--- src/rtl/wb_master_arbiter.sv ---
// Four-port round-robin arbiter and sequencer in front of a single Wishbone master.
// Latches the winning command, pulses start, retries on rty and reports completion per owner.
module wb_master_arbiter #(
  parameter int aw        = 32,
  parameter int dw        = 32,
  parameter int MAX_RETRY = 3
) (
  input  logic            wb_clk,
  input  logic            wb_rst_n,
  input  logic [3:0]      req_i,
  input  logic [4*aw-1:0] req_adr_i,
  input  logic [4*dw-1:0] req_dat_i,
  input  logic [15:0]     req_sel_i,
  input  logic [3:0]      req_we_i,
  output logic [3:0]      gnt_o,
  output logic [3:0]      done_o,
  output logic [3:0]      err_o,
  output logic [dw-1:0]   rd_dat_o,
  output logic            busy_o,
  output logic            m_start,
  output logic [aw-1:0]   m_address,
  output logic [3:0]      m_selection,
  output logic            m_write,
  output logic [dw-1:0]   m_data_wr,
  input  logic [dw-1:0]   m_data_rd,
  input  logic            wb_ack_i,
  input  logic            wb_err_i,
  input  logic            wb_rty_i
);

  localparam int RW = (MAX_RETRY > 0) ? $clog2(MAX_RETRY + 1) : 1;

  typedef enum logic [1:0] {IDLE, ISSUE, WAIT, BACKOFF} state_t;

  state_t          state, state_nxt;
  logic [1:0]      ptr, ptr_nxt;
  logic [RW-1:0]   retry_cnt, retry_nxt;
  logic            cause_rty, cause_nxt;

  logic [3:0]      gnt_nxt, done_nxt, err_nxt;
  logic [dw-1:0]   rd_dat_nxt, m_data_wr_nxt;
  logic [aw-1:0]   m_address_nxt;
  logic [3:0]      m_selection_nxt;
  logic            m_write_nxt;

  // Round-robin pick: first requester above the last owner, wrapping modulo 4.
  logic [1:0]      win, idx;
  logic            found;

  always_comb begin
    win   = '0;
    idx   = '0;
    found = 1'b0;
    for (int i = 1; i <= 4; i++) begin
      idx = ptr + 2'(i);
      if (!found && req_i[idx]) begin
        win   = idx;
        found = 1'b1;
      end
    end
  end

  always_comb begin
    // NOTE: every signal driven here gets a default first so no path can infer a latch.
    state_nxt       = state;
    ptr_nxt         = ptr;
    retry_nxt       = retry_cnt;
    cause_nxt       = cause_rty;
    gnt_nxt         = gnt_o;
    done_nxt        = '0;
    err_nxt         = '0;
    rd_dat_nxt      = rd_dat_o;
    m_address_nxt   = m_address;
    m_selection_nxt = m_selection;
    m_write_nxt     = m_write;
    m_data_wr_nxt   = m_data_wr;

    unique case (state)
      IDLE: begin
        if (found) begin
          state_nxt       = ISSUE;
          m_address_nxt   = req_adr_i[win*aw +: aw];
          m_data_wr_nxt   = req_dat_i[win*dw +: dw];
          m_selection_nxt = req_sel_i[win*4 +: 4];
          m_write_nxt     = req_we_i[win];
          gnt_nxt         = 4'(4'b0001 << win);
          ptr_nxt         = win;
          retry_nxt       = '0;
        end
      end
      ISSUE: state_nxt = WAIT;
      WAIT: begin
        if (wb_err_i) begin
          state_nxt = BACKOFF;
          cause_nxt = 1'b0;
        end else if (wb_rty_i) begin
          state_nxt = BACKOFF;
          cause_nxt = 1'b1;
        end else if (wb_ack_i) begin
          state_nxt = IDLE;
          done_nxt  = gnt_o;
          gnt_nxt   = '0;
          if (!m_write) rd_dat_nxt = m_data_rd;
        end
      end
      BACKOFF: begin
        if (cause_rty && (retry_cnt < RW'(MAX_RETRY))) begin
          state_nxt = ISSUE;
          retry_nxt = retry_cnt + RW'(1);
        end else begin
          state_nxt = IDLE;
          done_nxt  = gnt_o;
          err_nxt   = gnt_o;
          gnt_nxt   = '0;
        end
      end
      default: state_nxt = IDLE;
    endcase
  end

  always_ff @(posedge wb_clk) begin
    // NOTE: sequential state uses non-blocking assignments so every register samples pre-edge values.
    if (!wb_rst_n) state <= IDLE;
    else           state <= state_nxt;
  end

  // Outputs are registered from next-state values so busy_o and m_start line up with the state.
  always_ff @(posedge wb_clk) begin
    if (!wb_rst_n) begin
      ptr         <= 2'd3;
      retry_cnt   <= '0;
      cause_rty   <= 1'b0;
      gnt_o       <= '0;
      done_o      <= '0;
      err_o       <= '0;
      rd_dat_o    <= '0;
      busy_o      <= 1'b0;
      m_start     <= 1'b0;
      m_address   <= '0;
      m_selection <= '0;
      m_write     <= 1'b0;
      m_data_wr   <= '0;
    end else begin
      ptr         <= ptr_nxt;
      retry_cnt   <= retry_nxt;
      cause_rty   <= cause_nxt;
      gnt_o       <= gnt_nxt;
      done_o      <= done_nxt;
      err_o       <= err_nxt;
      rd_dat_o    <= rd_dat_nxt;
      busy_o      <= (state_nxt != IDLE);
      m_start     <= (state_nxt == ISSUE);
      m_address   <= m_address_nxt;
      m_selection <= m_selection_nxt;
      m_write     <= m_write_nxt;
      m_data_wr   <= m_data_wr_nxt;
    end
  end

endmodule

--- config.mk ---
export PLATFORM = sky130hd
export DESIGN_NAME = wb_master_arbiter
export DESIGN_NICKNAME = d
export VERILOG_FILES = /design/src/rtl/wb_master_arbiter.sv
export SDC_FILE = /design/constraint.sdc
export NUM_CORES = 1
export LEC_CHECK = 0
export BUFFER_PORTS_ARGS = -buffer_cell sky130_fd_sc_hd__clkbuf_2
export CAP_MARGIN = 10
export CORE_AREA = 4 4 165 167
export CTS_CLUSTER_SIZE = 30
export DETAILED_ROUTE_END_ITERATION = 10
export DIE_AREA = 0 0 169 171
export RECOVER_POWER = 100
export SYNTH_ARGS = -nofsm -noshare
export SYNTH_HDL_FRONTEND = slang
export SYNTH_SLANG_ARGS = --single-unit
--- constraint.sdc ---
create_clock -name wb_clk -period 1.6 [get_ports wb_clk]
set_input_delay 0.16 -clock wb_clk [delete_from_list [all_inputs] [get_ports wb_clk]]
set_output_delay 0.16 -clock wb_clk [all_outputs]
set_load 0.02 [all_outputs]
==> results of run 1 <==
worst max-delay path: stages, from the launching register on:
cell and delay (ns):
dfxtp_2 0.35, nand2b_1 0.16, a221o_2 0.40, buf_12 0.19
a32oi_1 0.25, a31oi_1 0.10
worst min-delay path by stage:
stage | to | slack [ns] | depth (start not counted)
global placement | rd_dat_o[15]$_SDFFE_PN0P_ | 0.39 | 3
floorplan | cause_rty$_SDFFE_PN0P_ | 0.26 | 1
detailed placement | rd_dat_o[9]$_SDFFE_PN0P_ | 0.39 | 3
CTS | m_data_wr[19]$_SDFFE_PN0P_ | 0.0009 | 3
finish | m_data_wr[21]$_SDFFE_PN0P_ | 0.02 | 3
global route | m_data_wr[19]$_SDFFE_PN0P_ | 0.008 | 3
layout by cell type (no fill, tap or decap), drive strengths merged, types with 5 or more instances in the layout:
cell type,synthesis,layout
clkbuf,55,450
nand2,72,72
a21oi,110,110
clkinv,1,5
dlygate4sd3,0,79
and2,77,77
a31oi,71,71
nand2b,5,5
inv,4,13
a32oi,69,69
o21ai,144,144
buf,37,38
dfxtp,122,122
final cells by class:
type / count / share of cell area, %
tap: 335 / 4.068
multi-input combinational: 586 / 34.39
inverter: 5 / 0.1822
timing repair buffer: 550 / 32.04
clock buffer: 17 / 4.129
sequential: 122 / 23.72
clock inverter: 15 / 1.470
sequential cells by signal (all words and copies together), names as in the netlist:
| signal | flops |
|---|---|
| busy_o | 1 |
| cause_rty | 1 |
| done_o | 4 |
| err_o | 4 |
| gnt_o | 4 |
| m_address | 32 |
| m_data_wr | 32 |
| m_selection | 4 |
| m_start | 1 |
| m_write | 1 |
| ptr | 2 |
| rd_dat_o | 32 |
| retry_cnt | 2 |
| state | 2 |
cells by family (layout without fill, tap and decap cells):
group	count (synthesis)	count (layout)	synth area share, %
DFF	122	122	38.86
muxes	1	1	0.1593
buffers and inverters	97	587	7.127
and+or+nand+nor	178	178	14.99
AOI/OAI and AO/OA	406	406	38.66
adders and majority gates	1	1	0.1991
per-stage QoR:
stage                     setup slack (ns)  cells  hold slack (ns)
after global placement            -0.08538   1519           0.3871
after global routing              -0.08303   1630         0.008116
after detailed placement          -0.08526   1519           0.3903
after floorplan                     0.1219    805           0.2566
final                             -0.01983   1630          0.01977
after CTS                         -0.01616   1630        0.0008702
per-layer routing:
layer / part of all wire, % / vias to the layer above / wire length (um) / GRT usage (%)
met5: 0 / - / 0 / 0
met4: 2.8 / 0 / 821 / 6.475
met3: 9.3 / 59 / 2727 / 5.846
met2: 49 / 421 / 14390 / 33.15
met1: 39 / 3816 / 11450 / 22.42
li1: - / 3958 / - / -
timing repair:
action / in CTS / in global routing
hold buffers: 79 / 0
setup endpoints to repair: 21 / 88
endpoints found under the hold margin: 79 / 0
resized for setup: 5 / 16
pin swaps: 1 / 2
buffers inserted: 0 / 0
power by group:
| part | switching, uW | leakage, uW | total, uW | internal (uW) |
|---|---|---|---|---|
| combinational | 2260 | 0.00288 | 3700 | 1440 |
| sequential | 218 | 0.00100 | 3650 | 3430 |
| clock | 1650 | 0.000285 | 3850 | 2200 |
==> flow_summary.yaml, run 1 <==
synthesis:
  yosysTopAreaCellShare_pct: 38.86
  syn-mean-instance-area_um2: 7.807
  yosysSeqAreaShare_pct: 38.86
  synth_edf_count: 0
  syn_area_mm2: 0.006285
  ys_warn_count: 0
  yosys-top-cells-count: "dfxtp_1 (122), o21ai_0 (122), a21oi_1 (108)"
  ys.flop_type: "dfxtp_1"
  async_flop_share_pct: 0
  synth.area.top_cells: "dfxtp_1 (39%), o21ai_0 (9.7%), a32oi_1 (9.6%), a21oi_1 (8.6%), and2_1 (7.7%)"
  synth_area_leader_cell: "dfxtp_1"
  synthCells: 805
  synth_cell_types: 41
  synth_seq_cells: 122
  synth_fp_nets: 1123
critical_path:
  regToRegEndpoint: "m_address[9]$_SDFFE_PN0P_"
  r2r-start: "ptr[0]$_SDFFE_PN1P_"
  worstPathMaxFanout: 40
  path_class: "register to register"
  worstPathArrival_ns: 1.91
  crit_path_end: "m_address[9]$_SDFFE_PN0P_"
  rr_worst_depth: 5
  end_kind: "register"
  reg2reg_slack_ns: -0.02
  cp.required_ns: 1.89
  startpoint: "ptr[0]$_SDFFE_PN1P_"
  critPathLaunchType: "register"
sta:
  rsz0062_at_grt: "true"
  post-route-period-util_pct: 101.2
  max_slew_margin_pct: 66.72
  final.min_clock_period_ns: 1.620
  fin_ws_ns: -0.01983
  setup_tns_ns: -0.04315
  finalSetupViolations: 4
  slew_viol_final: 0
  clock_skew_ns: 0.01088
  worst_pin_slew_ns: 0.4992
  fmax_ghz: 0.6173
  hold_viol: 0
hold_path:
  hp-start: "req_dat_i[21]"
  hold_class: "input pin to register"
layout:
  insertedDiodeCount: 0
  final_nets: 1600
  seqCellArea_mm2: 0.002444
  area_growth_pct: 63.93
  layout-drive-gt1-share_pct: 31.66
  multi_input_area_mm2: 0.003543
  stdcell_area_mm2: 0.01030
  nFillCells: 2725
  final_util_pct: 39.99
power:
  ir_drop_mv: 0.6376
  power_density_mw_per_mm2: 1088
  leakagePower_uw: 0.004166
  power.total_uw: 11210
global_routing:
  gr-usage-all-layers_pct: 19.07
  antenna_found_initial: 0
  grt_pass1_vias: 8341
  gr-total-overflow: 0
  grt_max_degree: 76
  grt_pass1_wl_um: 44550
clock_network:
  ctsLongestPathBuffers: 2
  path_clk_slew_ns: 0.07
  cts_made_buffers: 17
  cts_root_buf: "clkbuf_16"
  cts_tree: "yes"
  cts.sinks: 122
  htreeDepth: 4
  clock_insertion_delay_worst_skew_ns: 0.41
placed_design:
  io_buffers: 431
  hpwl_um: 20990
  place_area_mm2: 0.008975
  globalplace.congestion: 0.8436
drt:
  vias_per_cell: 5.064
  drc: 0
  vias: 8254
  wl_per_cell_um: 18.03
  first_pass_iters: 5
  drtIter0Drc: 484
  wirelength_um: 29390
  ant_nets: 0
floorplanning:
  fp.dieArea_mm2: 0.02890
  ios: 432
  die_h_um: 171
  core_mm2: 0.02576
  rows: 59
  die_w_um: 169
  initial_core_util_pct: 24.39
job:
  drv_cap: 0
outcome:
  violations: "setup timing"
  status: "finished with violations"
Note: power is estimated with default switching activity, not from simulation.
==> run 2: changes to the inputs <==
- SETUP_SLACK_MARGIN: default -> 0.02
==> run 2 against run 1 <==
Effect of this change:
- final cell count unchanged
- largest cell class unchanged
- largest power group unchanged
- die area unchanged
- worst hold slack about the same
- fmax up 0.37%
- clock power about the same
- count of clock-buffer cells in the layout unchanged
- first-iteration DRC count down 9.3%
- setup slack better by 0.0060 ns
- combinational power about the same
- the run still ends with setup timing left
- sequential share of layout area about the same
- highest routed layer unchanged
- critical path depth unchanged
==> flow_summary.yaml, run 2 (synthesized netlist as in run 1, its figures left out) <==
outcome:
  status: "finished with violations"
  violations: "setup timing"
global_routing:
  grt_max_degree: 76
  grt_pass1_wl_um: 44560
  grt_pass1_vias: 8341
  gr-total-overflow: 0
  antenna_found_initial: 0
  gr-usage-all-layers_pct: 19.07
critical_path:
  crit_buf_inv: 1
  cp.required_ns: 1.89
  critPathLaunchType: "register"
  worstPathCellList: "nand2b_1, a221o_2, buf_12, a32oi_1, a31oi_1"
  cp_top_family: "compound AO/OA/AOI/OAI gates"
  cpPeakStageDelay_ns: 0.40
  path_class: "register to register"
  slowest_stage: "a221o_2"
  worstPathArrival_ns: 1.90
  worstPathMaxFanout: 40
  end_kind: "register"
drt:
  wirelength_um: 29410
  drtIter0Drc: 439
  vias: 8287
  first_pass_iters: 5
  wl_per_cell_um: 18.04
  drc: 0
  vias_per_cell: 5.084
  ant_nets: 0
layout:
  area_growth_pct: 64.09
  layout_common_cells: "clkbuf_2 (316), o21ai_0 (121), dfxtp_1 (121)"
  nFillCells: 2725
  final_util_pct: 40.03
  final_cell_count_no_fill: 1630
  final_nets: 1600
  layout_commonest_cell: "clkbuf_2"
  insertedDiodeCount: 0
  layout-drive-gt1-share_pct: 31.89
  largest_registers: "m_address (32), m_data_wr (32), rd_dat_o (32)"
power:
  power_density_mw_per_mm2: 1087
  leakagePower_uw: 0.004171
  power.total_uw: 11210
  ir_drop_mv: 0.6381
clock_network:
  cts_root_buf: "clkbuf_16"
  cts_made_buffers: 17
  cts.sinks: 122
  ctsLongestPathBuffers: 2
  path_clk_slew_ns: 0.07
  clock_insertion_delay_worst_skew_ns: 0.41
  cts_tree: "yes"
  htreeDepth: 4
  post_cts_buffers: 0
sta:
  hold_viol: 0
  final.min_clock_period_ns: 1.614
  fmax_ghz: 0.6196
  slew_viol_final: 0
  post-route-period-util_pct: 100.9
  clock_skew_ns: 0.009832
  max_slew_margin_pct: 66.67
  finalSetupViolations: 3
  setup_tns_ns: -0.02215
  worst_pin_slew_ns: 0.5000
  rsz0062_at_grt: "true"
  holdWs_ns: 0.02016
  fin_ws_ns: -0.01383
placed_design:
  hpwl_um: 20990
  placed_cells: 1519
  globalplace.congestion: 0.8436
  io_buffers: 431
hold_path:
  hold_class: "input pin to register"
floorplanning:
  fp.dieArea_mm2: 0.02890
  initial_core_util_pct: 24.39
  die_h_um: 171
  rows: 59
  core_mm2: 0.02576
  die_w_um: 169
  ios: 432
job:
  drv_cap: 0
==> run 2: cell types whose count changed in the layout (fill, tap and decap cells not counted) <==
cell / delta
clkbuf_1: -1
and3b_1: -1
a32oi_2: +1
a32oi_1: -1
clkbuf_2: +1
and3b_2: +1
==> run 2: path summary, 6_finish.rpt <==
kind | endpoint | start | slack, ns | cells past startpoint
setup / recovery | m_address[9]$_SDFFE_PN0P_ | ptr[0]$_SDFFE_PN1P_ | -0.01 | 5
hold / removal | m_data_wr[21]$_SDFFE_PN0P_ | req_dat_i[21] | 0.02 | 3
setup reg to reg | m_address[9]$_SDFFE_PN0P_ | ptr[0]$_SDFFE_PN1P_ | -0.01 | 5
hold reg to reg | rd_dat_o[15]$_SDFFE_PN0P_ | rd_dat_o[15]$_SDFFE_PN0P_ | 0.45 | 2
==> run 2: layout make-up <==
cell class                      instances  area [um^2]  area share (%)
Tap cell                              335        419.2           4.065
Clock inverter                         15        151.4           1.468
Clock buffer                           17        425.4           4.125
Timing Repair Buffer                  550         3302           32.02
Inverter                                5        18.77          0.1820
Sequential cell                       122         2444           23.70
Multi-Input combinational cell        586         3552           34.45
==> run 2: timing repair <==
| item | CTS | global route |
|---|---|---|
| resized for setup | 5 | 19 |
| hold endpoints to repair | 79 | 0 |
| pin swaps | 0 | 1 |
| endpoints found under the setup margin | 44 | 101 |
| hold buffers | 79 | 0 |
==> run 2: through the flow <==
stage	area, um^2	setup WS (ns)
final	10310	-0.01383
after global routing	10310	-0.08304
after CTS	10380	-0.01737
after detailed placement	8975	-0.08526
after global placement	8975	-0.08538
after floorplan	6285	0.1219
==> run 2: power breakdown <==
| part | internal, uW | switching [uW] |
|---|---|---|
| combinational | 1440 | 2270 |
| sequential | 3430 | 218 |
| clock | 2200 | 1660 |
==> run 2: tightest hold or removal path, delay by kind of cell <==
kind	cells	cell delay [ns]
AO/OA/AOI/OAI	2	0.15
buffers and inverters	1	0.08
==> run 2: routing by layer <==
metal / track usage, % / wire length (um) / vias to the layer above
li1: - / - / 3954
met1: 22.45 / 11560 / 3855
met2: 33.08 / 14410 / 413
met3: 5.823 / 2629 / 65
met4: 6.580 / 817 / 0
met5: 0 / 0 / -
==> run 3: changes to the inputs <==
- CORE_AREA: 4 4 165 167 -> 2 2 168 170
- DIE_AREA: 0 0 169 171 -> 0 0 170 172
==> run 3 against run 2 <==
Effect of this change:
- the flow still finishes with violations (setup timing)
- critical path depth unchanged
- flip-flop and latch count unchanged
- via count increased by 1.9%
- non-clock buffer count increased by 20
- clock skew increased by 0.0020 ns
- final cell count increased by 1.9%
- first-iteration DRC count decreased by 6.6%
- setup slack got worse by 0.022 ns
==> flow_summary.yaml, run 3 (synthesized netlist as in run 1, its figures left out) <==
power:
  switchingPower_uw: 4310
  leakagePower_uw: 0.004353
  pwr-share-clk_pct: 32.5
  comb_power_share_pct: 36.5
  ir_drop_mv: 0.7283
  power.total_uw: 11760
  p_int_uw: 7446
  swShare_pct: 36.66
  power_density_mw_per_mm2: 1091
  power_frac_seq_pct: 31.0
drt:
  first_pass_iters: 5
  wirelength_um: 31800
  drtIter0Drc: 410
  wl_per_cell_um: 19.14
  ant_nets: 0
  vias: 8441
  vias_per_cell: 5.082
  drc: 0
critical_path:
  path_class: "register to register"
  cp.required_ns: 1.89
  end_kind: "register"
  critPathLaunchType: "register"
  worstPathArrival_ns: 1.93
  worstPathMaxFanout: 37
global_routing:
  grt_pass1_wl_um: 43610
  gr-usage-all-layers_pct: 19.24
  antenna_found_initial: 1
  grt_max_degree: 46
  gr-total-overflow: 0
  grt_pass1_vias: 8090
layout:
  area_growth_pct: 71.53
  layout-drive-gt1-share_pct: 33.54
  final_nets: 1620
  largest_registers: "m_address (32), m_data_wr (32), rd_dat_o (32)"
  layout_commonest_cell: "clkbuf_2"
  layout_common_cells: "clkbuf_2 (316), dfxtp_1 (120), clkbuf_1 (119)"
  nFillCells: 2894
  insertedDiodeCount: 0
sta:
  rsz0062_at_grt: "true"
  holdWs_ns: 0.01782
  final.min_clock_period_ns: 1.636
  fmax_ghz: 0.6114
  clock_skew_ns: 0.01179
  slew_viol_final: 0
  post-route-period-util_pct: 102.2
  finalSetupViolations: 11
  max_slew_margin_pct: 56.34
  setup_tns_ns: -0.1643
  hold_viol: 0
  fin_ws_ns: -0.03561
  worst_pin_slew_ns: 0.6549
clock_network:
  htreeDepth: 4
  cts_root_buf: "clkbuf_16"
  cts.sinks: 122
  clock_insertion_delay_worst_skew_ns: 0.42
  ctsLongestPathBuffers: 2
  path_clk_slew_ns: 0.06
  cts_made_buffers: 17
  cts_tree: "yes"
job:
  drv_cap: 0
floorplanning:
  ios: 432
  initial_core_util_pct: 22.87
  fp.dieArea_mm2: 0.02924
  die_h_um: 172
  rows: 61
  core_mm2: 0.02748
  die_w_um: 170
outcome:
  violations: "setup timing"
  status: "finished with violations"
placed_design:
  hpwl_um: 20630
  io_buffers: 431
  globalplace.congestion: 0.8180
hold_path:
  hold_class: "input pin to register"
[run 3: cell types whose count changed in the layout (fill, tap and decap cells not counted), sizes merged]
cell / change
inv: -6
clkbuf: +11
buf: +9
clkinvlp: +2
clkinv: +1
dlygate4sd3: +3
[run 3: per-stage QoR]
step	utilization [%]	setup slack, ns	instances	area, um^2
6_report	39.24	-0.03561	1661	10780
5_1_grt	39.24	-0.09210	1661	10780
2_1_floorplan	-	0.1219	805	6285
3_3_place_gp	32.78	-0.2115	1534	9006
4_1_cts	38.56	-0.03937	1651	10600
3_5_place_dp	32.78	-0.2102	1534	9006
[run 3: power by group through the flow]
stage / combinational [uW] / clock, uW / sequential [uW]
2_1_floorplan: 1610 / 0 / 4120
3_3_place_gp: 3610 / 0 / 3700
3_5_place_dp: 3630 / 0 / 3710
4_1_cts: 4010 / 3960 / 3650
5_1_grt: 4580 / 4080 / 3700
6_report: 4290 / 3820 / 3650
[run 3: critical path: stages, from the launching register on]
cell and delay [ns]:
dfxtp_2 0.34, nand2b_4 0.14, a221o_2 0.42, buf_12 0.21, a32oi_4 0.28, a31oi_1 0.10
[run 3: what timing repair did]
item	CTS	global route
cloned	2	7
endpoints found under the hold margin	80	1
pin swaps	8	17
setup endpoints to repair	16	73
resized for setup	21	34
hold buffers	81	1
buffers inserted	2	2
[run 3: per-layer routing]
layer  vias to the layer above  GRT usage [%]  routed length, um
met5                         -              0                 12
met4                         2          7.432                712
met3                        57          5.974               2727
met2                       451          33.66              15440
met1                      3928          21.97              12910
li1                       4003              -                  -
[run 3: path summary, 6_finish.rpt]
| check | from | endpoint | slack (ns) | depth (start not counted) |
|---|---|---|---|---|
| hold / removal | req_dat_i[69] | m_data_wr[5]$_SDFFE_PN0P_ | 0.02 | 3 |
| setup reg to reg | ptr[0]$_SDFFE_PN1P_ | m_address[9]$_SDFFE_PN0P_ | -0.04 | 5 |
| setup / recovery | ptr[0]$_SDFFE_PN1P_ | m_address[9]$_SDFFE_PN0P_ | -0.04 | 5 |
| hold reg to reg | rd_dat_o[7]$_SDFFE_PN0P_ | rd_dat_o[7]$_SDFFE_PN0P_ | 0.46 | 2 |
[run 3: final cells by class]
cell class	instances	area [um^2]	area share, %
flip-flops and latches	122	2445	22.68
clock buffers	20	456.7	4.236
multi-input cells	586	3684	34.17
inverters	5	18.77	0.1741
repair buffers	570	3628	33.66
well taps	346	432.9	4.016
clock inverters	12	115.1	1.068
